## src/rtl/step_seq_pkg.sv

```systemverilog
// step_seq_pkg: shared definitions for the step sequencer.
//   state_e     : FSM state encodings (ST_IDLE..ST_ERROR)
//   ERR_*       : err_code values reported to the controller
package step_seq_pkg;

  typedef enum logic [2:0] {
    ST_IDLE  = 3'd0,
    ST_REQ   = 3'd1,
    ST_NEXT  = 3'd2,
    ST_DONE  = 3'd3,
    ST_ERROR = 3'd4
  } state_e;

  localparam logic [1:0] ERR_NONE    = 2'b00;
  localparam logic [1:0] ERR_FAIL    = 2'b01;
  localparam logic [1:0] ERR_TIMEOUT = 2'b10;

endpackage

```

## src/rtl/seq_timer.sv

```systemverilog
// seq_timer: saturating cycle counter used to time one request.
//   clk, rstn  : clock, synchronous active-low reset
//   clr_i      : force count to 0 (has priority over en_i)
//   en_i       : count up by one per cycle, saturating at all-ones
//   limit_i    : compare value
//   expired_o  : count has reached limit_i
module seq_timer #(
  parameter int TO_W = 8
) (
  input  logic            clk,
  input  logic            rstn,
  input  logic            clr_i,
  input  logic            en_i,
  input  logic [TO_W-1:0] limit_i,
  output logic            expired_o
);

  logic [TO_W-1:0] cnt_q;

  always_ff @(posedge clk) begin
    if (!rstn)                          cnt_q <= '0;
    else if (clr_i)                     cnt_q <= '0;
    else if (en_i && (cnt_q != '1))     cnt_q <= cnt_q + TO_W'(1);
  end

  assign expired_o = (cnt_q >= limit_i);

endmodule

```

## src/rtl/step_sequencer.sv

```systemverilog
// step_sequencer: runs N_STEPS request/acknowledge steps on one engine
// channel, with per-step timeout, abort and sticky error capture.
//   clk, rstn        : clock, synchronous active-low reset
//   start            : begin a sequence from IDLE or ERROR (ignored while busy)
//   abort            : return to IDLE from any state (highest priority)
//   step_ack/_fail   : engine completion for the current step, fail qualifier
//   step_req/step_idx: request for step step_idx, held until ack
//   busy             : high in REQ and NEXT
//   done             : one-cycle pulse after the last step succeeds
//   err/err_code/err_step : sticky error flag, cause and failing step
// Optional build macro: STEP_SEQ_RETRY_EN enables up to MAX_RETRY re-issues
// of a failed or timed-out step before ERROR is entered.
module step_sequencer
  import step_seq_pkg::*;
#(
  parameter int N_STEPS   = 16,
  parameter int STEP_W    = 4,
  parameter int TO_W      = 8,
  parameter int TIMEOUT   = 200,
  parameter int MAX_RETRY = 2
) (
  input  logic              clk,
  input  logic              rstn,
  input  logic              start,
  input  logic              abort,
  input  logic              step_ack,
  input  logic              step_fail,
  output logic              step_req,
  output logic [STEP_W-1:0] step_idx,
  output logic              busy,
  output logic              done,
  output logic              err,
  output logic [1:0]        err_code,
  output logic [STEP_W-1:0] err_step
);

  localparam logic [STEP_W-1:0] LAST   = STEP_W'(N_STEPS - 1);
  // Expiry on the TIMEOUT-th REQ cycle: the count is TIMEOUT-1 then.
  localparam logic [TO_W-1:0]   TO_LIM = (TIMEOUT == 0) ? '0 : TO_W'(TIMEOUT - 1);

  state_e            state_q;
  logic              step_req_q, busy_q, done_q, err_q;
  logic [STEP_W-1:0] step_idx_q, err_step_q;
  logic [1:0]        err_code_q;

`ifdef STEP_SEQ_RETRY_EN
  localparam int               RTY_W   = $clog2(MAX_RETRY + 2);
  localparam logic [RTY_W-1:0] MAX_RTY = RTY_W'(MAX_RETRY);
  logic [RTY_W-1:0]            retry_q;
`endif

  logic       tmr_exp, to_hit, fault;
  logic [1:0] cause;

  seq_timer #(.TO_W(TO_W)) u_timer (
    .clk      (clk),
    .rstn     (rstn),
    .clr_i    (state_q != ST_REQ),
    .en_i     (state_q == ST_REQ),
    .limit_i  (TO_LIM),
    .expired_o(tmr_exp)
  );

  // An ack always wins over a coincident timeout.
  assign to_hit = (TIMEOUT != 0) && tmr_exp;
  assign fault  = step_ack ? step_fail : to_hit;
  assign cause  = step_ack ? ERR_FAIL : ERR_TIMEOUT;

  always_ff @(posedge clk) begin
    if (!rstn || abort) begin
      state_q    <= ST_IDLE;
      step_req_q <= 1'b0;
      busy_q     <= 1'b0;
      done_q     <= 1'b0;
      err_q      <= 1'b0;
      err_code_q <= ERR_NONE;
      err_step_q <= '0;
      step_idx_q <= '0;
`ifdef STEP_SEQ_RETRY_EN
      retry_q    <= '0;
`endif
    end else begin
      case (state_q)
        ST_IDLE: if (start) begin
          state_q    <= ST_REQ;
          step_req_q <= 1'b1;
          busy_q     <= 1'b1;
          step_idx_q <= '0;
        end
        ST_REQ: begin
          if (step_ack && !step_fail) begin
`ifdef STEP_SEQ_RETRY_EN
            retry_q    <= '0;
`endif
            step_req_q <= 1'b0;
            if (step_idx_q == LAST) begin
              state_q <= ST_DONE;
              busy_q  <= 1'b0;
              done_q  <= 1'b1;
            end else begin
              // Index advances on entry to the gap cycle.
              state_q    <= ST_NEXT;
              step_idx_q <= step_idx_q + STEP_W'(1);
            end
          end else if (fault) begin
            step_req_q <= 1'b0;
`ifdef STEP_SEQ_RETRY_EN
            if (retry_q < MAX_RTY) begin
              // Re-issue the same step after the gap cycle.
              retry_q <= retry_q + RTY_W'(1);
              state_q <= ST_NEXT;
            end else
`endif
            begin
              state_q    <= ST_ERROR;
              busy_q     <= 1'b0;
              err_q      <= 1'b1;
              err_code_q <= cause;
              err_step_q <= step_idx_q;
`ifdef STEP_SEQ_RETRY_EN
              retry_q    <= '0;
`endif
            end
          end
        end
        ST_NEXT: begin
          state_q    <= ST_REQ;
          step_req_q <= 1'b1;
        end
        ST_DONE: begin
          state_q    <= ST_IDLE;
          done_q     <= 1'b0;
          step_idx_q <= '0;
        end
        ST_ERROR: if (start) begin
          state_q    <= ST_REQ;
          step_req_q <= 1'b1;
          busy_q     <= 1'b1;
          err_q      <= 1'b0;
          err_code_q <= ERR_NONE;
          err_step_q <= '0;
          step_idx_q <= '0;
        end
        default: begin
          state_q    <= ST_IDLE;
          step_req_q <= 1'b0;
          busy_q     <= 1'b0;
          done_q     <= 1'b0;
          err_q      <= 1'b0;
          err_code_q <= ERR_NONE;
          err_step_q <= '0;
          step_idx_q <= '0;
`ifdef STEP_SEQ_RETRY_EN
          retry_q    <= '0;
`endif
        end
      endcase
    end
  end

  assign step_req = step_req_q;
  assign step_idx = step_idx_q;
  assign busy     = busy_q;
  assign done     = done_q;
  assign err      = err_q;
  assign err_code = err_code_q;
  assign err_step = err_step_q;

endmodule

```

## config.mk

```make
export PLATFORM = sky130hd
export DESIGN_NAME = step_sequencer
export DESIGN_NICKNAME = d
export VERILOG_FILES = /design/src/rtl/step_seq_pkg.sv /design/src/rtl/seq_timer.sv /design/src/rtl/step_sequencer.sv
export SDC_FILE = /design/constraint.sdc
export NUM_CORES = 1
export LEC_CHECK = 0
export ABC_AREA = 1
export CAP_MARGIN = 20
export CORE_ASPECT_RATIO = 0.5
export CORE_MARGIN = 2
export CORE_UTILIZATION = 49
export DETAILED_ROUTE_END_ITERATION = 8
export PLACE_DENSITY = 0.72
export SYNTH_ARGS = -nofsm -noshare
export SYNTH_HDL_FRONTEND = slang
export SYNTH_HIERARCHICAL = 1
export SYNTH_SLANG_ARGS = --single-unit
export TNS_END_PERCENT = 1
```

## constraint.sdc

```tcl
create_clock -name clk -period 1.5 [get_ports clk]
set_input_delay 0.225 -clock clk [delete_from_list [all_inputs] [get_ports clk]]
set_output_delay 0.225 -clock clk [all_outputs]
set_load 0.005 [all_outputs]
```

Word-level counts from Yosys, hierarchy flattened:

Cells that the tools add are included.

* output and inout port bits: 14
* word-level logic and storage cells: 83
* input port bits: 6
* flip-flop bits (word level): 25

* eq/ne operators: 16
* mux-type cells: 32
* add/subtract/negate cells: 2
* reductions and logical operators: 17
* magnitude comparators: 1
* bitwise logic cells: 6

Operators with widths (count)
* 4-bit one-hot mux with 3 select lines: 2
* 4-bit 2-to-1 mux: 5
* 1-bit 2-to-1 mux: 12
* 2-bit inequality test (second input constant): 6
* 4-bit AND reduction: 3
* 3-bit 2-to-1 mux: 3
* 3-bit one-hot mux with 3 select lines: 1
* 8-bit by 1-bit adder with 8-bit output (second input constant): 1
* 8-bit >= comparator (second input constant): 1
* 2-bit 2-to-1 mux: 4
* 8-bit inequality test (second input constant): 1
* 3-bit by 2-bit == test with 1-bit output (second input constant): 2
* 3-bit inequality test (second input constant): 2
* 1-bit NOT: 6
* 1-bit one-hot mux with 3 select lines: 2
* 2-bit one-hot mux with 3 select lines: 1
* 3-bit AND reduction: 2
* 2-bit OR reduction: 3
* 3-bit OR reduction: 2
* 4-bit by 1-bit adder with 4-bit output (second input constant): 1
* 4-bit == test (second input constant): 1
* 1-bit one-hot mux with 4 select lines: 1
* 3-bit by 1-bit == test with 1-bit output (second input constant): 1
* 3-bit == test (second input constant): 1
* other kinds (8): 10

Longest topological paths before layout:

Gate-level depths: netlist of run 1.

* word-level depth: 5
* mapped depth: 14
* gate-level depth less buffers: 14

By module:

Netlist of run 1, hierarchy kept.

By module, submodules not included
* step_sequencer: area an instance 875.8 um2, cells an instance 121, seq. area each 340.3 um2, times used 1
* seq_timer: area an instance 670.6 um2, cells an instance 103, seq. area each 160.2 um2, times used 1

Worst setup path before layout of run 1:

OpenSTA, ideal clock, no wires.

* path kind: flip-flop to flip-flop
* from: reg u_timer.cnt_q[3]
* to: reg err_code_q[0], in the netlist err_code[0]
* arrival time: 1530 ps
* stages on the path, launching flop included: 13
* buffers on the path: 0
* setup time: 70 ps
* clock period less this slack: 1600 ps
* required time: 1430 ps
* slack: -100 ps
* path through: dfxtp_1 > ha_1 > nand2_1 > inv_1 > nand2_1 > nand2_1 > nand2_1 > nand3_1 > nor2_1 > nor2_2 > nand2_1 > nand3_1 > a21oi_1

* cells in the longest elaborated chain, start to end: 4

Ends and longest elaborated chain
* start: declaration: RTL line seq_timer.sv:18 `logic [TO_W-1:0] cnt_q;`
* start signal: assignment: RTL line seq_timer.sv:23 `else if (en_i && (cnt_q != '1)) cnt_q <= cnt_q + TO_W'(1);`
* 8-bit >= comparator: RTL line seq_timer.sv:26 `assign expired_o = (cnt_q >= limit_i);`
* named net tmr_exp: RTL line step_sequencer.sv:52 `logic tmr_exp, to_hit, fault;`
* 1-bit 2-to-1 mux: RTL line step_sequencer.sv:66 `assign fault = step_ack ? step_fail : to_hit;`
* 2-bit inequality test (no line)
* 4-bit AND reduction (no line)
* end signal: assignment: RTL line step_sequencer.sv:118 `err_code_q <= cause;`
* end: declaration: RTL line step_sequencer.sv:44 `logic [1:0] err_code_q;`

The timed path passes the listed nets, and every way through them passes these cells.
A chain may end at the register's enable or synchronous reset.

Worst setup path after layout of run 1:

* from: reg u_timer.cnt_q[4]
* to: reg err_code_q[0], in the netlist err_code[0]

The elaborated chain is that of the path after synthesis.

==> results.md, run 1 <==
- Outcome: complete, but fails checks
- Failing checks: setup timing
- RSZ-0062 raised after global routing: yes
- Fmax: 631 MHz
- PwrDens: approximately 600 mW/mm^2
- WL final: 3530 um
- Vias per cell: 4.97
- Total Power: 1.32 mW
- Clock Tree Root: clkbuf_8
- Clk sinks: 25
- Sequential power share: between 50% and 60%
- Logic gate share of total power: 17.3%
- First-pass GRT wire length: 6150 um
- Critical path type: reg -> reg
- Vias: 1532
- Maximum vdd drop: 0.550 mV
- DP Worst Slack: -0.158 ns
- Initial antenna violation count: 0
- CTS tree: yes
- Finished Cell Area: 0.00220 mm^2
- WL/cell: 11.5 um
- Critical Path Sink Type: flop
- Detailed Route Iter0 Violations: 35
- Placed Instances: 303
- Pin count of the biggest net entering global routing: 15
- Worst Skew: 0.00692 ns
- Share of post-route cells with drive strength above 1: 33.2%
- Row count: 14
- Synth Area per Inst: 6.90 um^2
- Worst EP arrival: 1.73 ns
- Lkg Pwr: 0.879 nW
- Die area: 0.00365 mm^2
- Critical path's slowest cell: dfxtp_2
- Worst setup SP type: flop
- Htree depth: 1
- Worst path max stage delay: 0.35 ns
- Mapped Cells: about 220
- Core area: 0.00301 mm^2
- Area grow syn2layout: 42.1%
- Initial Util: 51.3%
- Max clock buf depth: 2
- Seq cells post-synth: 25
- Post-DP HPWL: between 2000 and 3000 um
- Part of the cycle the worst path needs: 106%
- Max Slew Vio Count: 0
- Internal: just under 1 mW
- Pre-antenna DRT Iters: 4
- Post-route ant nets: 0
- Final setup viols: 9
- # diodes: 0
- Sequential fraction of the synthesis area: about a third
- GRT Util Overall: 20.9%
- CP Max Fanout: 8
- Post-CTS Hold Fix Bufs: 0
- Die height: 43.7 um
- Finished Layout Cells: 308
- Overflow after GRT: 0
- Nets@finish: 285
- GPL Wtd Cong: 0.801
- Vias in the first global route: 1370
- Clk network pwr share: 30.9%
- Clk slew on worst S/H paths: approximately 0.090 ns
- HP Class: reg -> reg
- Die Wd: 83.5 um
- # port buffers: 19
- Final worst-path setup slack: -0.0843 ns
- # IOs: 20
- Sw frac: roughly 27%
- Crit path cell chain: ha_4 > nand2_2 > nor2_2 > nand4_1 > nand3_2 > nor2_4 > nor2_4 > nand2_4 > nand3_2 > a21oi_2
- DRC violations left: 0
- DP Area: ~0.0020 mm^2
- Post-route setup TNS: -0.564 ns
- Hold Fails Final Rpt: 0
- CP Data Required Time: 1.65 ns
- Num CTS Buffers: 3
- Crit path time final: 1.58 ns
- MaxCap Viol Count: 0
- Sw power: 0.358 mW
- Ys Warns: 6
- Netlist cell types: 28
- Cell area after synthesis: between 0.0015 and 0.002 mm^2
- Skew-Pair Late Insertion Delay: 0.27 ns
placed cells by master, fill, tap and decap left out, types with 2 or more instances in the layout:
master           Yosys  routed
a21oi_1             25      21
a21oi_2              0       4
buf_4                0      18
clkbuf_8             0       3
clkdlybuf4s50_1      0      19
clkinv_2             1       2
conb_1               2       8
dfxtp_1             25      14
dfxtp_2              0      11
ha_1                10       2
ha_4                 0       7
inv_1               25      23
inv_2                5       7
nand2_1             40      36
nand2_2              3       6
nand2_4              2       3
nand3_1             31      20
nand3_2              2      13
nand3b_1             2       2
nand4_1              3       3
nor2_1              28      24
nor2_2               2       3
nor2_4               5       8
o21ai_1              2       2
synthesized netlist by cell type:
| master | number | area share, % |
|---|---|---|
| buf_6 | 2 | 1.5 |
| dfxtp_1 | 25 | 32 |
| o21bai_1 | 1 | 0.49 |
| inv_1 | 25 | 6.1 |
| nand2_4 | 2 | 1.5 |
| o21ai_0 | 1 | 0.32 |
| nand2_1 | 40 | 9.7 |
| buf_2 | 1 | 0.32 |
| inv_2 | 5 | 1.2 |
| nand3_2 | 2 | 1.3 |
| o21ai_1 | 2 | 0.65 |
| nor2_4 | 5 | 3.6 |
| nor2_2 | 2 | 0.81 |
| clkinv_1 | 1 | 0.24 |
| conb_1 | 2 | 0.49 |
| nand4_1 | 3 | 1.2 |
| clkinv_2 | 1 | 0.32 |
| nand3b_1 | 2 | 0.97 |
| a21oi_1 | 25 | 8.1 |
| nand3_4 | 1 | 1.1 |
| clkbuf_1 | 1 | 0.24 |
| xnor2_1 | 1 | 0.57 |
| nor2_1 | 28 | 6.8 |
| nand3_1 | 31 | 10 |
| o21a_1 | 1 | 0.49 |
| ha_1 | 10 | 8.1 |
| nor3_1 | 1 | 0.32 |
| nand2_2 | 3 | 1.2 |
layer usage:
metal	GRT usage, %	wire length [um]	up-vias
li1	-	-	803
met3	4.76	147	0
met2	36.9	1700	22
met4	2.90	0	0
met1	27.6	1690	707
met5	0	0	-
registers in the layout, summed over array words and instances (netlist names), 2 cells and up:
register	flops
u_timer/cnt_q	8
err_step	4
step_idx	4
state_q	3
err_code	2
power groups by stage:
stage          clock network (mW)  logic, mW  registers [mW]
2_1_floorplan                   0      0.125           0.698
3_3_place_gp                    0      0.198           0.698
3_5_place_dp                    0      0.202           0.698
4_1_cts                     0.424      0.220           0.683
5_1_grt                     0.442      0.255           0.686
6_report                    0.408      0.229           0.684
timing repair:
action / 4_1_cts / 5_1_grt
setup endpoints to repair: 12 / 20
resized for setup: 25 / 17
setup buffers: 0 / 1
pin swaps: 20 / 16
area by class of cell:
| type | count | area [um^2] |
|---|---|---|
| flip-flops and latches | 25 | 514 |
| well taps | 40 | 50.0 |
| inverters | 32 | 121 |
| fillers | 231 | 816 |
| clock buffers | 3 | 41.3 |
| clock inverters | 1 | 5.00 |
| multi-input cells | 169 | 1120 |
| repair buffers | 38 | 345 |
per-stage QoR:
stage                     hold slack (ns)  utilization (%)
after floorplan                     0.389                -
after global placement              0.449             64.8
after detailed placement            0.457             64.8
after CTS                           0.470             70.6
after global routing                0.500             72.9
final                               0.463             72.9
worst paths after layout:
path	slack (ns)	from	depth (start not counted)	endpoint
worst max register to register	-0.08	u_timer/cnt_q[4]	10	err_code[0]
worst min-delay path	0.46	done	2	done
worst max-delay path	-0.08	u_timer/cnt_q[4]	10	err_code[0]
worst min register to register	0.46	done	2	done
cells by family after synthesis:
logic type                 Yosys count  share of synthesized area (%)
other                                2                          0.486
buffers and inverters               36                           9.87
xor gates and xnor gates             1                          0.566
and+or+nand+nor                    120                           38.6
AOI/OAI and AO/OA                   30                           10.0
adders and majority gates           10                           8.09
DFF                                 25                           32.4
worst max-delay path, delay by kind of cell (launching register included):
| family | cells | cell delay (ns) |
|---|---|---|
| and+or+nand+nor | 8 | 0.78 |
| DFF | 1 | 0.35 |
| adders and majority gates | 1 | 0.27 |
| AOI/OAI and AO/OA | 1 | 0.06 |
No activity file was read; power rests on OpenSTA's default activity.
==> run 2: changes to the inputs <==
--- a/config.mk
+++ b/config.mk
@@ -9,9 +9,11 @@
 export CAP_MARGIN = 20
 export CORE_ASPECT_RATIO = 0.5
 export CORE_MARGIN = 2
-export CORE_UTILIZATION = 49
+export CORE_UTILIZATION = 42
+export CTS_CLUSTER_SIZE = 30
 export DETAILED_ROUTE_END_ITERATION = 8
-export PLACE_DENSITY = 0.72
+export PLACE_DENSITY = 0.63
+export SKIP_CTS_REPAIR_TIMING = 1
 export SYNTH_ARGS = -nofsm -noshare
 export SYNTH_HDL_FRONTEND = slang
 export SYNTH_HIERARCHICAL = 1
==> run 2 against run 1 <==
Net effect: the flow still finishes with violations (setup timing); global-route usage down 3.1 points; via count up 0.52%; flip-flop and latch count did not move; hold slack improved by 0.0018 ns; clock-buffer cell count grew 1; register-to-register slack worse by 0.05 ns; first-iteration DRC count unchanged; die area is 15% higher; critical path depth shrank 1; non-clock buffer count up 4; combinational power is essentially flat; core utilization fell by 11 points.
==> results.md, run 2 (same netlist as run 1, synthesis figures left out) <==
- Outcome: complete, but fails checks
- Failing checks: setup timing
- Max clock buf depth: 2
- WL/cell: roughly 11 um
- Post-DP HPWL: 2720 um
- Detailed Route Iter0 Violations: 35
- Max Slew Vio Count: 0
- Initial antenna violation count: 0
- Fmax: just over 600 MHz
- Clk sinks: 25
- DP Worst Slack: -0.126 ns
- CP Max Fanout: 3
- Pre-antenna DRT Iters: 4
- CTS tree: yes
- Overflow after GRT: 0
- Nets@finish: 289
- GRT Util Overall: 17.8%
- Final setup viols: 8
- Worst setup SP type: flop
- Hold Fails Final Rpt: 0
- Flop2flop setup slack: -0.14 ns
- Die Wd: 89.8 um
- Commonest non-fill, non-tap cell in the layout: nand2_1
- Sw power: 0.360 mW
- Vias in the first global route: 1313
- Share of post-route cells with drive strength above 1: 27.6%
- Worst setup path endpoint: step_req
- Crit path time final: 1.64 ns
- Clk slew on worst S/H paths: roughly 0.1 ns
- Htree depth: 1
- DRC violations left: 0
- First-pass GRT wire length: 5810 um
- Vias per cell: 4.77
- Internal: a little under 1 mW
- Max reg flops: 8
- Worst reg2reg path startpoint: u_timer/cnt_q[7]
- # diodes: 0
- PwrDens: 617 mW/mm^2
- Reg with most FFs: u_timer/cnt_q
- GPL Wtd Cong: around 0.80
- # port buffers: 19
- MaxCap Viol Count: 0
- # IOs: 20
- Core area: between 0.003 and 0.004 mm^2
- R2R Path End: step_req
- Critical path type: reg -> reg
- HP Class: reg -> reg
- Skew-Pair Late Insertion Delay: 0.28 ns
- CP startpoint: u_timer/cnt_q[7]
- Post-route ant nets: 0
- Final worst-path setup slack: -0.137 ns
- Die height: 46.9 um
- Row count: 15
- Num CTS Buffers: 3
- Pin count of the biggest net entering global routing: 14
- Initial Util: 44.5%
- Worst Skew: 0.0123 ns
- WL final: 3670 um
- RSZ-0062 raised after global routing: yes
- Commonest cells after routing, fill and taps aside: 38 x nand2_1, 27 x nand3_1, 25 x nor2_1
- Worst EP arrival: 1.81 ns
- Lkg Pwr: roughly 0.90 nW
- Logic gate share of total power: 17.2%
- Die area: 0.00421 mm^2
- Clk network pwr share: approximately a third
- Critical Path Sink Type: flop
- Total Power: 1.33 mW
- Part of the cycle the worst path needs: 109%
- Sw frac: 27.1%
- CP Data Required Time: 1.68 ns
- Sequential power share: 51.3%
- Maximum vdd drop: 0.294 mV
- Clock Tree Root: clkbuf_8
- Area grow syn2layout: 39.1%
- Worst reg2reg path depth: 9
- Vias: around 1500
## run 2: cell types whose count changed in the layout (fill, tap and decap cells not counted), moves of 2 or more
cell and change:
buf_4 +4, ha_4 -2, dfxtp_1 +4, ha_1 +3, dfxtp_2 -4, nand2_1 +2, nand2_2 -2, nand3_2 -7
nand3_1 +7
## run 2: worst min-delay path by stage
stage / start / endpoint / slack (ns) / cells after the start
finish: done / done / 0.47 / 2
global route: err / err / 0.49 / 2
CTS: err / err / 0.47 / 2
detailed placement: err / err / 0.46 / 2
global placement: done / done / 0.45 / 2
floorplan: step_fail / err_code[0] / 0.39 / 2
## run 2: final cells by class
| cell class | count | area (um^2) |
|---|---|---|
| fillers | 297 | 1320 |
| multi-input cells | 169 | 1040 |
| flip-flops and latches | 25 | 509 |
| repair buffers | 42 | 367 |
| inverters | 32 | 121 |
| well taps | 51 | 63.8 |
| clock buffers | 4 | 45.0 |
## run 2: metal layers
metal,share of wire [%],up-vias,global-route usage (%),wire (um)
met5,0,-,0,0
li1,-,814,-,-
met3,2.6,6,3.85,97
met4,1.3,0,6.46,47
met2,47,24,31.8,1740
met1,49,696,22.5,1790
## run 2: metrics by stage
step / hold WS, ns / cells / cell area (um^2) / TNS (ns) / utilization, %
floorplan: 0.389 / 230 / 1600 / 0 / -
global placement: 0.451 / 318 / 1980 / -0.646 / 57.1
detailed placement: 0.457 / 318 / 1980 / -0.930 / 57.1
CTS: 0.471 / 322 / 2030 / -1.02 / 58.4
global route: 0.490 / 323 / 2150 / -2.09 / 61.9
finish: 0.465 / 323 / 2150 / -0.757 / 61.9
## run 2: critical path, stage by stage, from the launching register on
cell and delay (ns):
dfxtp_1 0.33, ha_1 0.31, nand2_2 0.10, o21a_1 0.14
nand3_2 0.09, nor2_4 0.18, o21ai_2 0.10, buf_4 0.14
a21oi_2 0.10, nor2_1 0.04
## run 2: power groups by stage
stage / Clock, mW / Sequential (mW) / Combinational, mW
floorplan: 0 / 0.698 / 0.125
finish: 0.418 / 0.681 / 0.228
detailed placement: 0 / 0.696 / 0.205
global placement: 0 / 0.696 / 0.202
CTS: 0.441 / 0.680 / 0.206
global route: 0.463 / 0.683 / 0.254
==> run 3: changes to the inputs <==
--- a/config.mk
+++ b/config.mk
@@ -6,6 +6,7 @@
 export NUM_CORES = 1
 export LEC_CHECK = 0
 export ABC_AREA = 1
+export ABC_CLOCK_PERIOD_IN_PS = 1500
 export CAP_MARGIN = 20
 export CORE_ASPECT_RATIO = 0.5
 export CORE_MARGIN = 2
==> constraint.sdc (replaced) <==
create_clock -name clk -period 1.5 [get_ports clk]
set_input_delay 0.3 -clock clk [delete_from_list [all_inputs] [get_ports clk]]
set_output_delay 0.3 -clock clk [all_outputs]
set_load 0.005 [all_outputs]
==> run 3 against run 2 <==
Net effect: the flow still finishes with violations (setup timing); die area unchanged; cell count up 0.62%; flip-flop and latch count unchanged; maximum frequency down 0.90%; cell area up 2.5%; clock-buffer cell count unchanged; global-route usage down 0.61 points; wire length up 2.7%; combinational power about the same; total power down 0.26%; largest power group unchanged; highest routed layer unchanged.
==> results.md, run 3 (same netlist as run 1, synthesis figures left out) <==
- # port buffers: 19
- CTS tree: yes
- Share of post-route cells with drive strength above 1: 31.0%
- GRT Util Overall: 17.2%
- Critical path type: reg -> reg
- Max Slew Vio Count: 0
- Critical Path Sink Type: flop
- WL final: 3770 um
- Reg with most FFs: u_timer/cnt_q
- Worst EP arrival: 1.86 ns
- Crit path depth: 10
- Num CTS Buffers: 3
- MaxCap Viol Count: 0
- GPL Wtd Cong: about 0.76
- Vias per cell: 4.71
- WL/cell: ~12 um
- Part of the cycle the worst path needs: 110%
- Initial Util: between 40% and 50%
- Overflow after GRT: 0
- Grt met3 use: between 4 and 5%
- Max reg flops: 8
- CP delay by family, top: simple AND/OR/NAND/NOR gates
- Die height: 46.9 um
- Area grow syn2layout: 42.6%
- CP Max Fanout: 8
- Final worst-path setup slack: -0.151 ns
- Total Power: between 1 and 1.5 mW
- Final Core Density: 63.5%
- Htree depth: 1
- Clock Tree Root: clkbuf_8
- Crit path cell chain: ha_4 > nand2_1 > nor2_2 > nand4_1 > nand3_2 > nor2_4 > nor2_4 > nand2_4 > buf_4 > a21oi_1
- Pin count of the biggest net entering global routing: 14
- Core area: 0.00347 mm^2
- Crit path time final: roughly 1.7 ns
- Sw power: 0.358 mW
- Commonest cells after routing, fill and taps aside: 37 x nand2_1, 25 x nor2_1, 24 x buf_4
- Max clock buf depth: 2
- Worst Skew: 0.00319 ns
- Maximum vdd drop: 0.349 mV
- Post-DP HPWL: ~2700 um
- Die Wd: 89.8 um
- Grt met1 use: approximately 23%
- Initial antenna violation count: 0
- Pre-antenna DRT Iters: 4
- First-pass GRT wire length: 5660 um
- GRT met2 Usage: between 20 and 30%
- Logic gate share of total power: 17.2%
- Die area: approximately 0.0042 mm^2
- Failing checks: setup timing
- Hold Fails Final Rpt: 0
- Hold slack final: 0.465 ns
- Placed Instances: 317
- Skew-Pair Late Insertion Delay: 0.27 ns
- Critical path's slowest cell: dfxtp_2
- Commonest non-fill, non-tap cell in the layout: nand2_1
- Sequential power share: 51.6%
- Lkg Pwr: 0.905 nW
- Worst reg2reg path depth: 10
- Worst setup SP type: flop
- Finished Cell Area: 0.00220 mm^2
- Sw frac: 27.0%
- Detailed Route Iter0 Violations: 45
- Hold-critical path depth: 2
- Outcome: complete, but fails checks
- DP Area: 0.00199 mm^2
- Nets@finish: between 200 and 300
- HP Class: reg -> reg
- # IOs: 20
- Buf+Inv Stages, Crit Path: 1
- DRC violations left: 0
- PwrDens: 600 mW/mm^2
- Final setup viols: 10
- Worst path max stage delay: 0.35 ns
- Grt peak-use layer: met2
- Internal: 0.965 mW
- Clk network pwr share: 31.2%
- RSZ-0062 raised after global routing: yes
- Vias: 1531
- Most frequent CP cell: nor2_4
- # diodes: 0
- Finished Layout Cells: 325
- CP Data Required Time: 1.71 ns
- Row count: 15
- Clk slew on worst S/H paths: 0.09 ns
- Post-route ant nets: 0
- Clk sinks: 25
- Vias in the first global route: 1253
- Fmax: 606 MHz
==> run 3: cell types whose count changed in the layout (fill, tap and decap cells not counted), sizes merged <==
cell  before  now
buf       23   25
==> run 3: layout make-up <==
class                   count  area, um^2
flip-flops and latches     25         510
clock buffers               4        45.0
repair buffers             44         390
inverters                  32         121
fillers                   311        1270
multi-input cells         169        1070
well taps                  51        63.8
==> run 3: stage by stage <==
| stage | TNS, ns | setup WS [ns] |
|---|---|---|
| after floorplan | 0 | 0.00207 |
| after global placement | -1.66 | -0.157 |
| after detailed placement | -2.16 | -0.206 |
| after CTS | -1.88 | -0.221 |
| after global routing | -2.36 | -0.258 |
| final | -1.14 | -0.151 |
==> run 3: final timing paths <==
check	from	to	slack (ns)
max reg2reg	u_timer/cnt_q[5]	state_q[2]	-0.15
min	done	done	0.47
min reg2reg	done	done	0.47
max	u_timer/cnt_q[5]	state_q[2]	-0.15
==> run 3: power groups by stage <==
stage	logic (mW)	registers [mW]	clock network [mW]
final	0.227	0.683	0.413
after global routing	0.250	0.685	0.452
after CTS	0.204	0.682	0.433
after detailed placement	0.203	0.698	0
after global placement	0.199	0.698	0
after floorplan	0.125	0.698	0
==> run 3: routing by layer <==
| metal | routed length, um | vias up |
|---|---|---|
| met4 | 15 | 0 |
| li1 | - | 820 |
| met2 | 1790 | 8 |
| met3 | 66 | 2 |
| met5 | 0 | - |
| met1 | 1900 | 701 |
==> run 3: worst reg2reg max path: stages, from the launching register on <==
cell,delay (ns)
dfxtp_2,0.35
ha_4,0.27
nand2_1,0.07
nor2_2,0.11
nand4_1,0.10
nand3_2,0.10
nor2_4,0.07
nor2_4,0.16
nand2_4,0.11
buf_4,0.15
a21oi_1,0.10
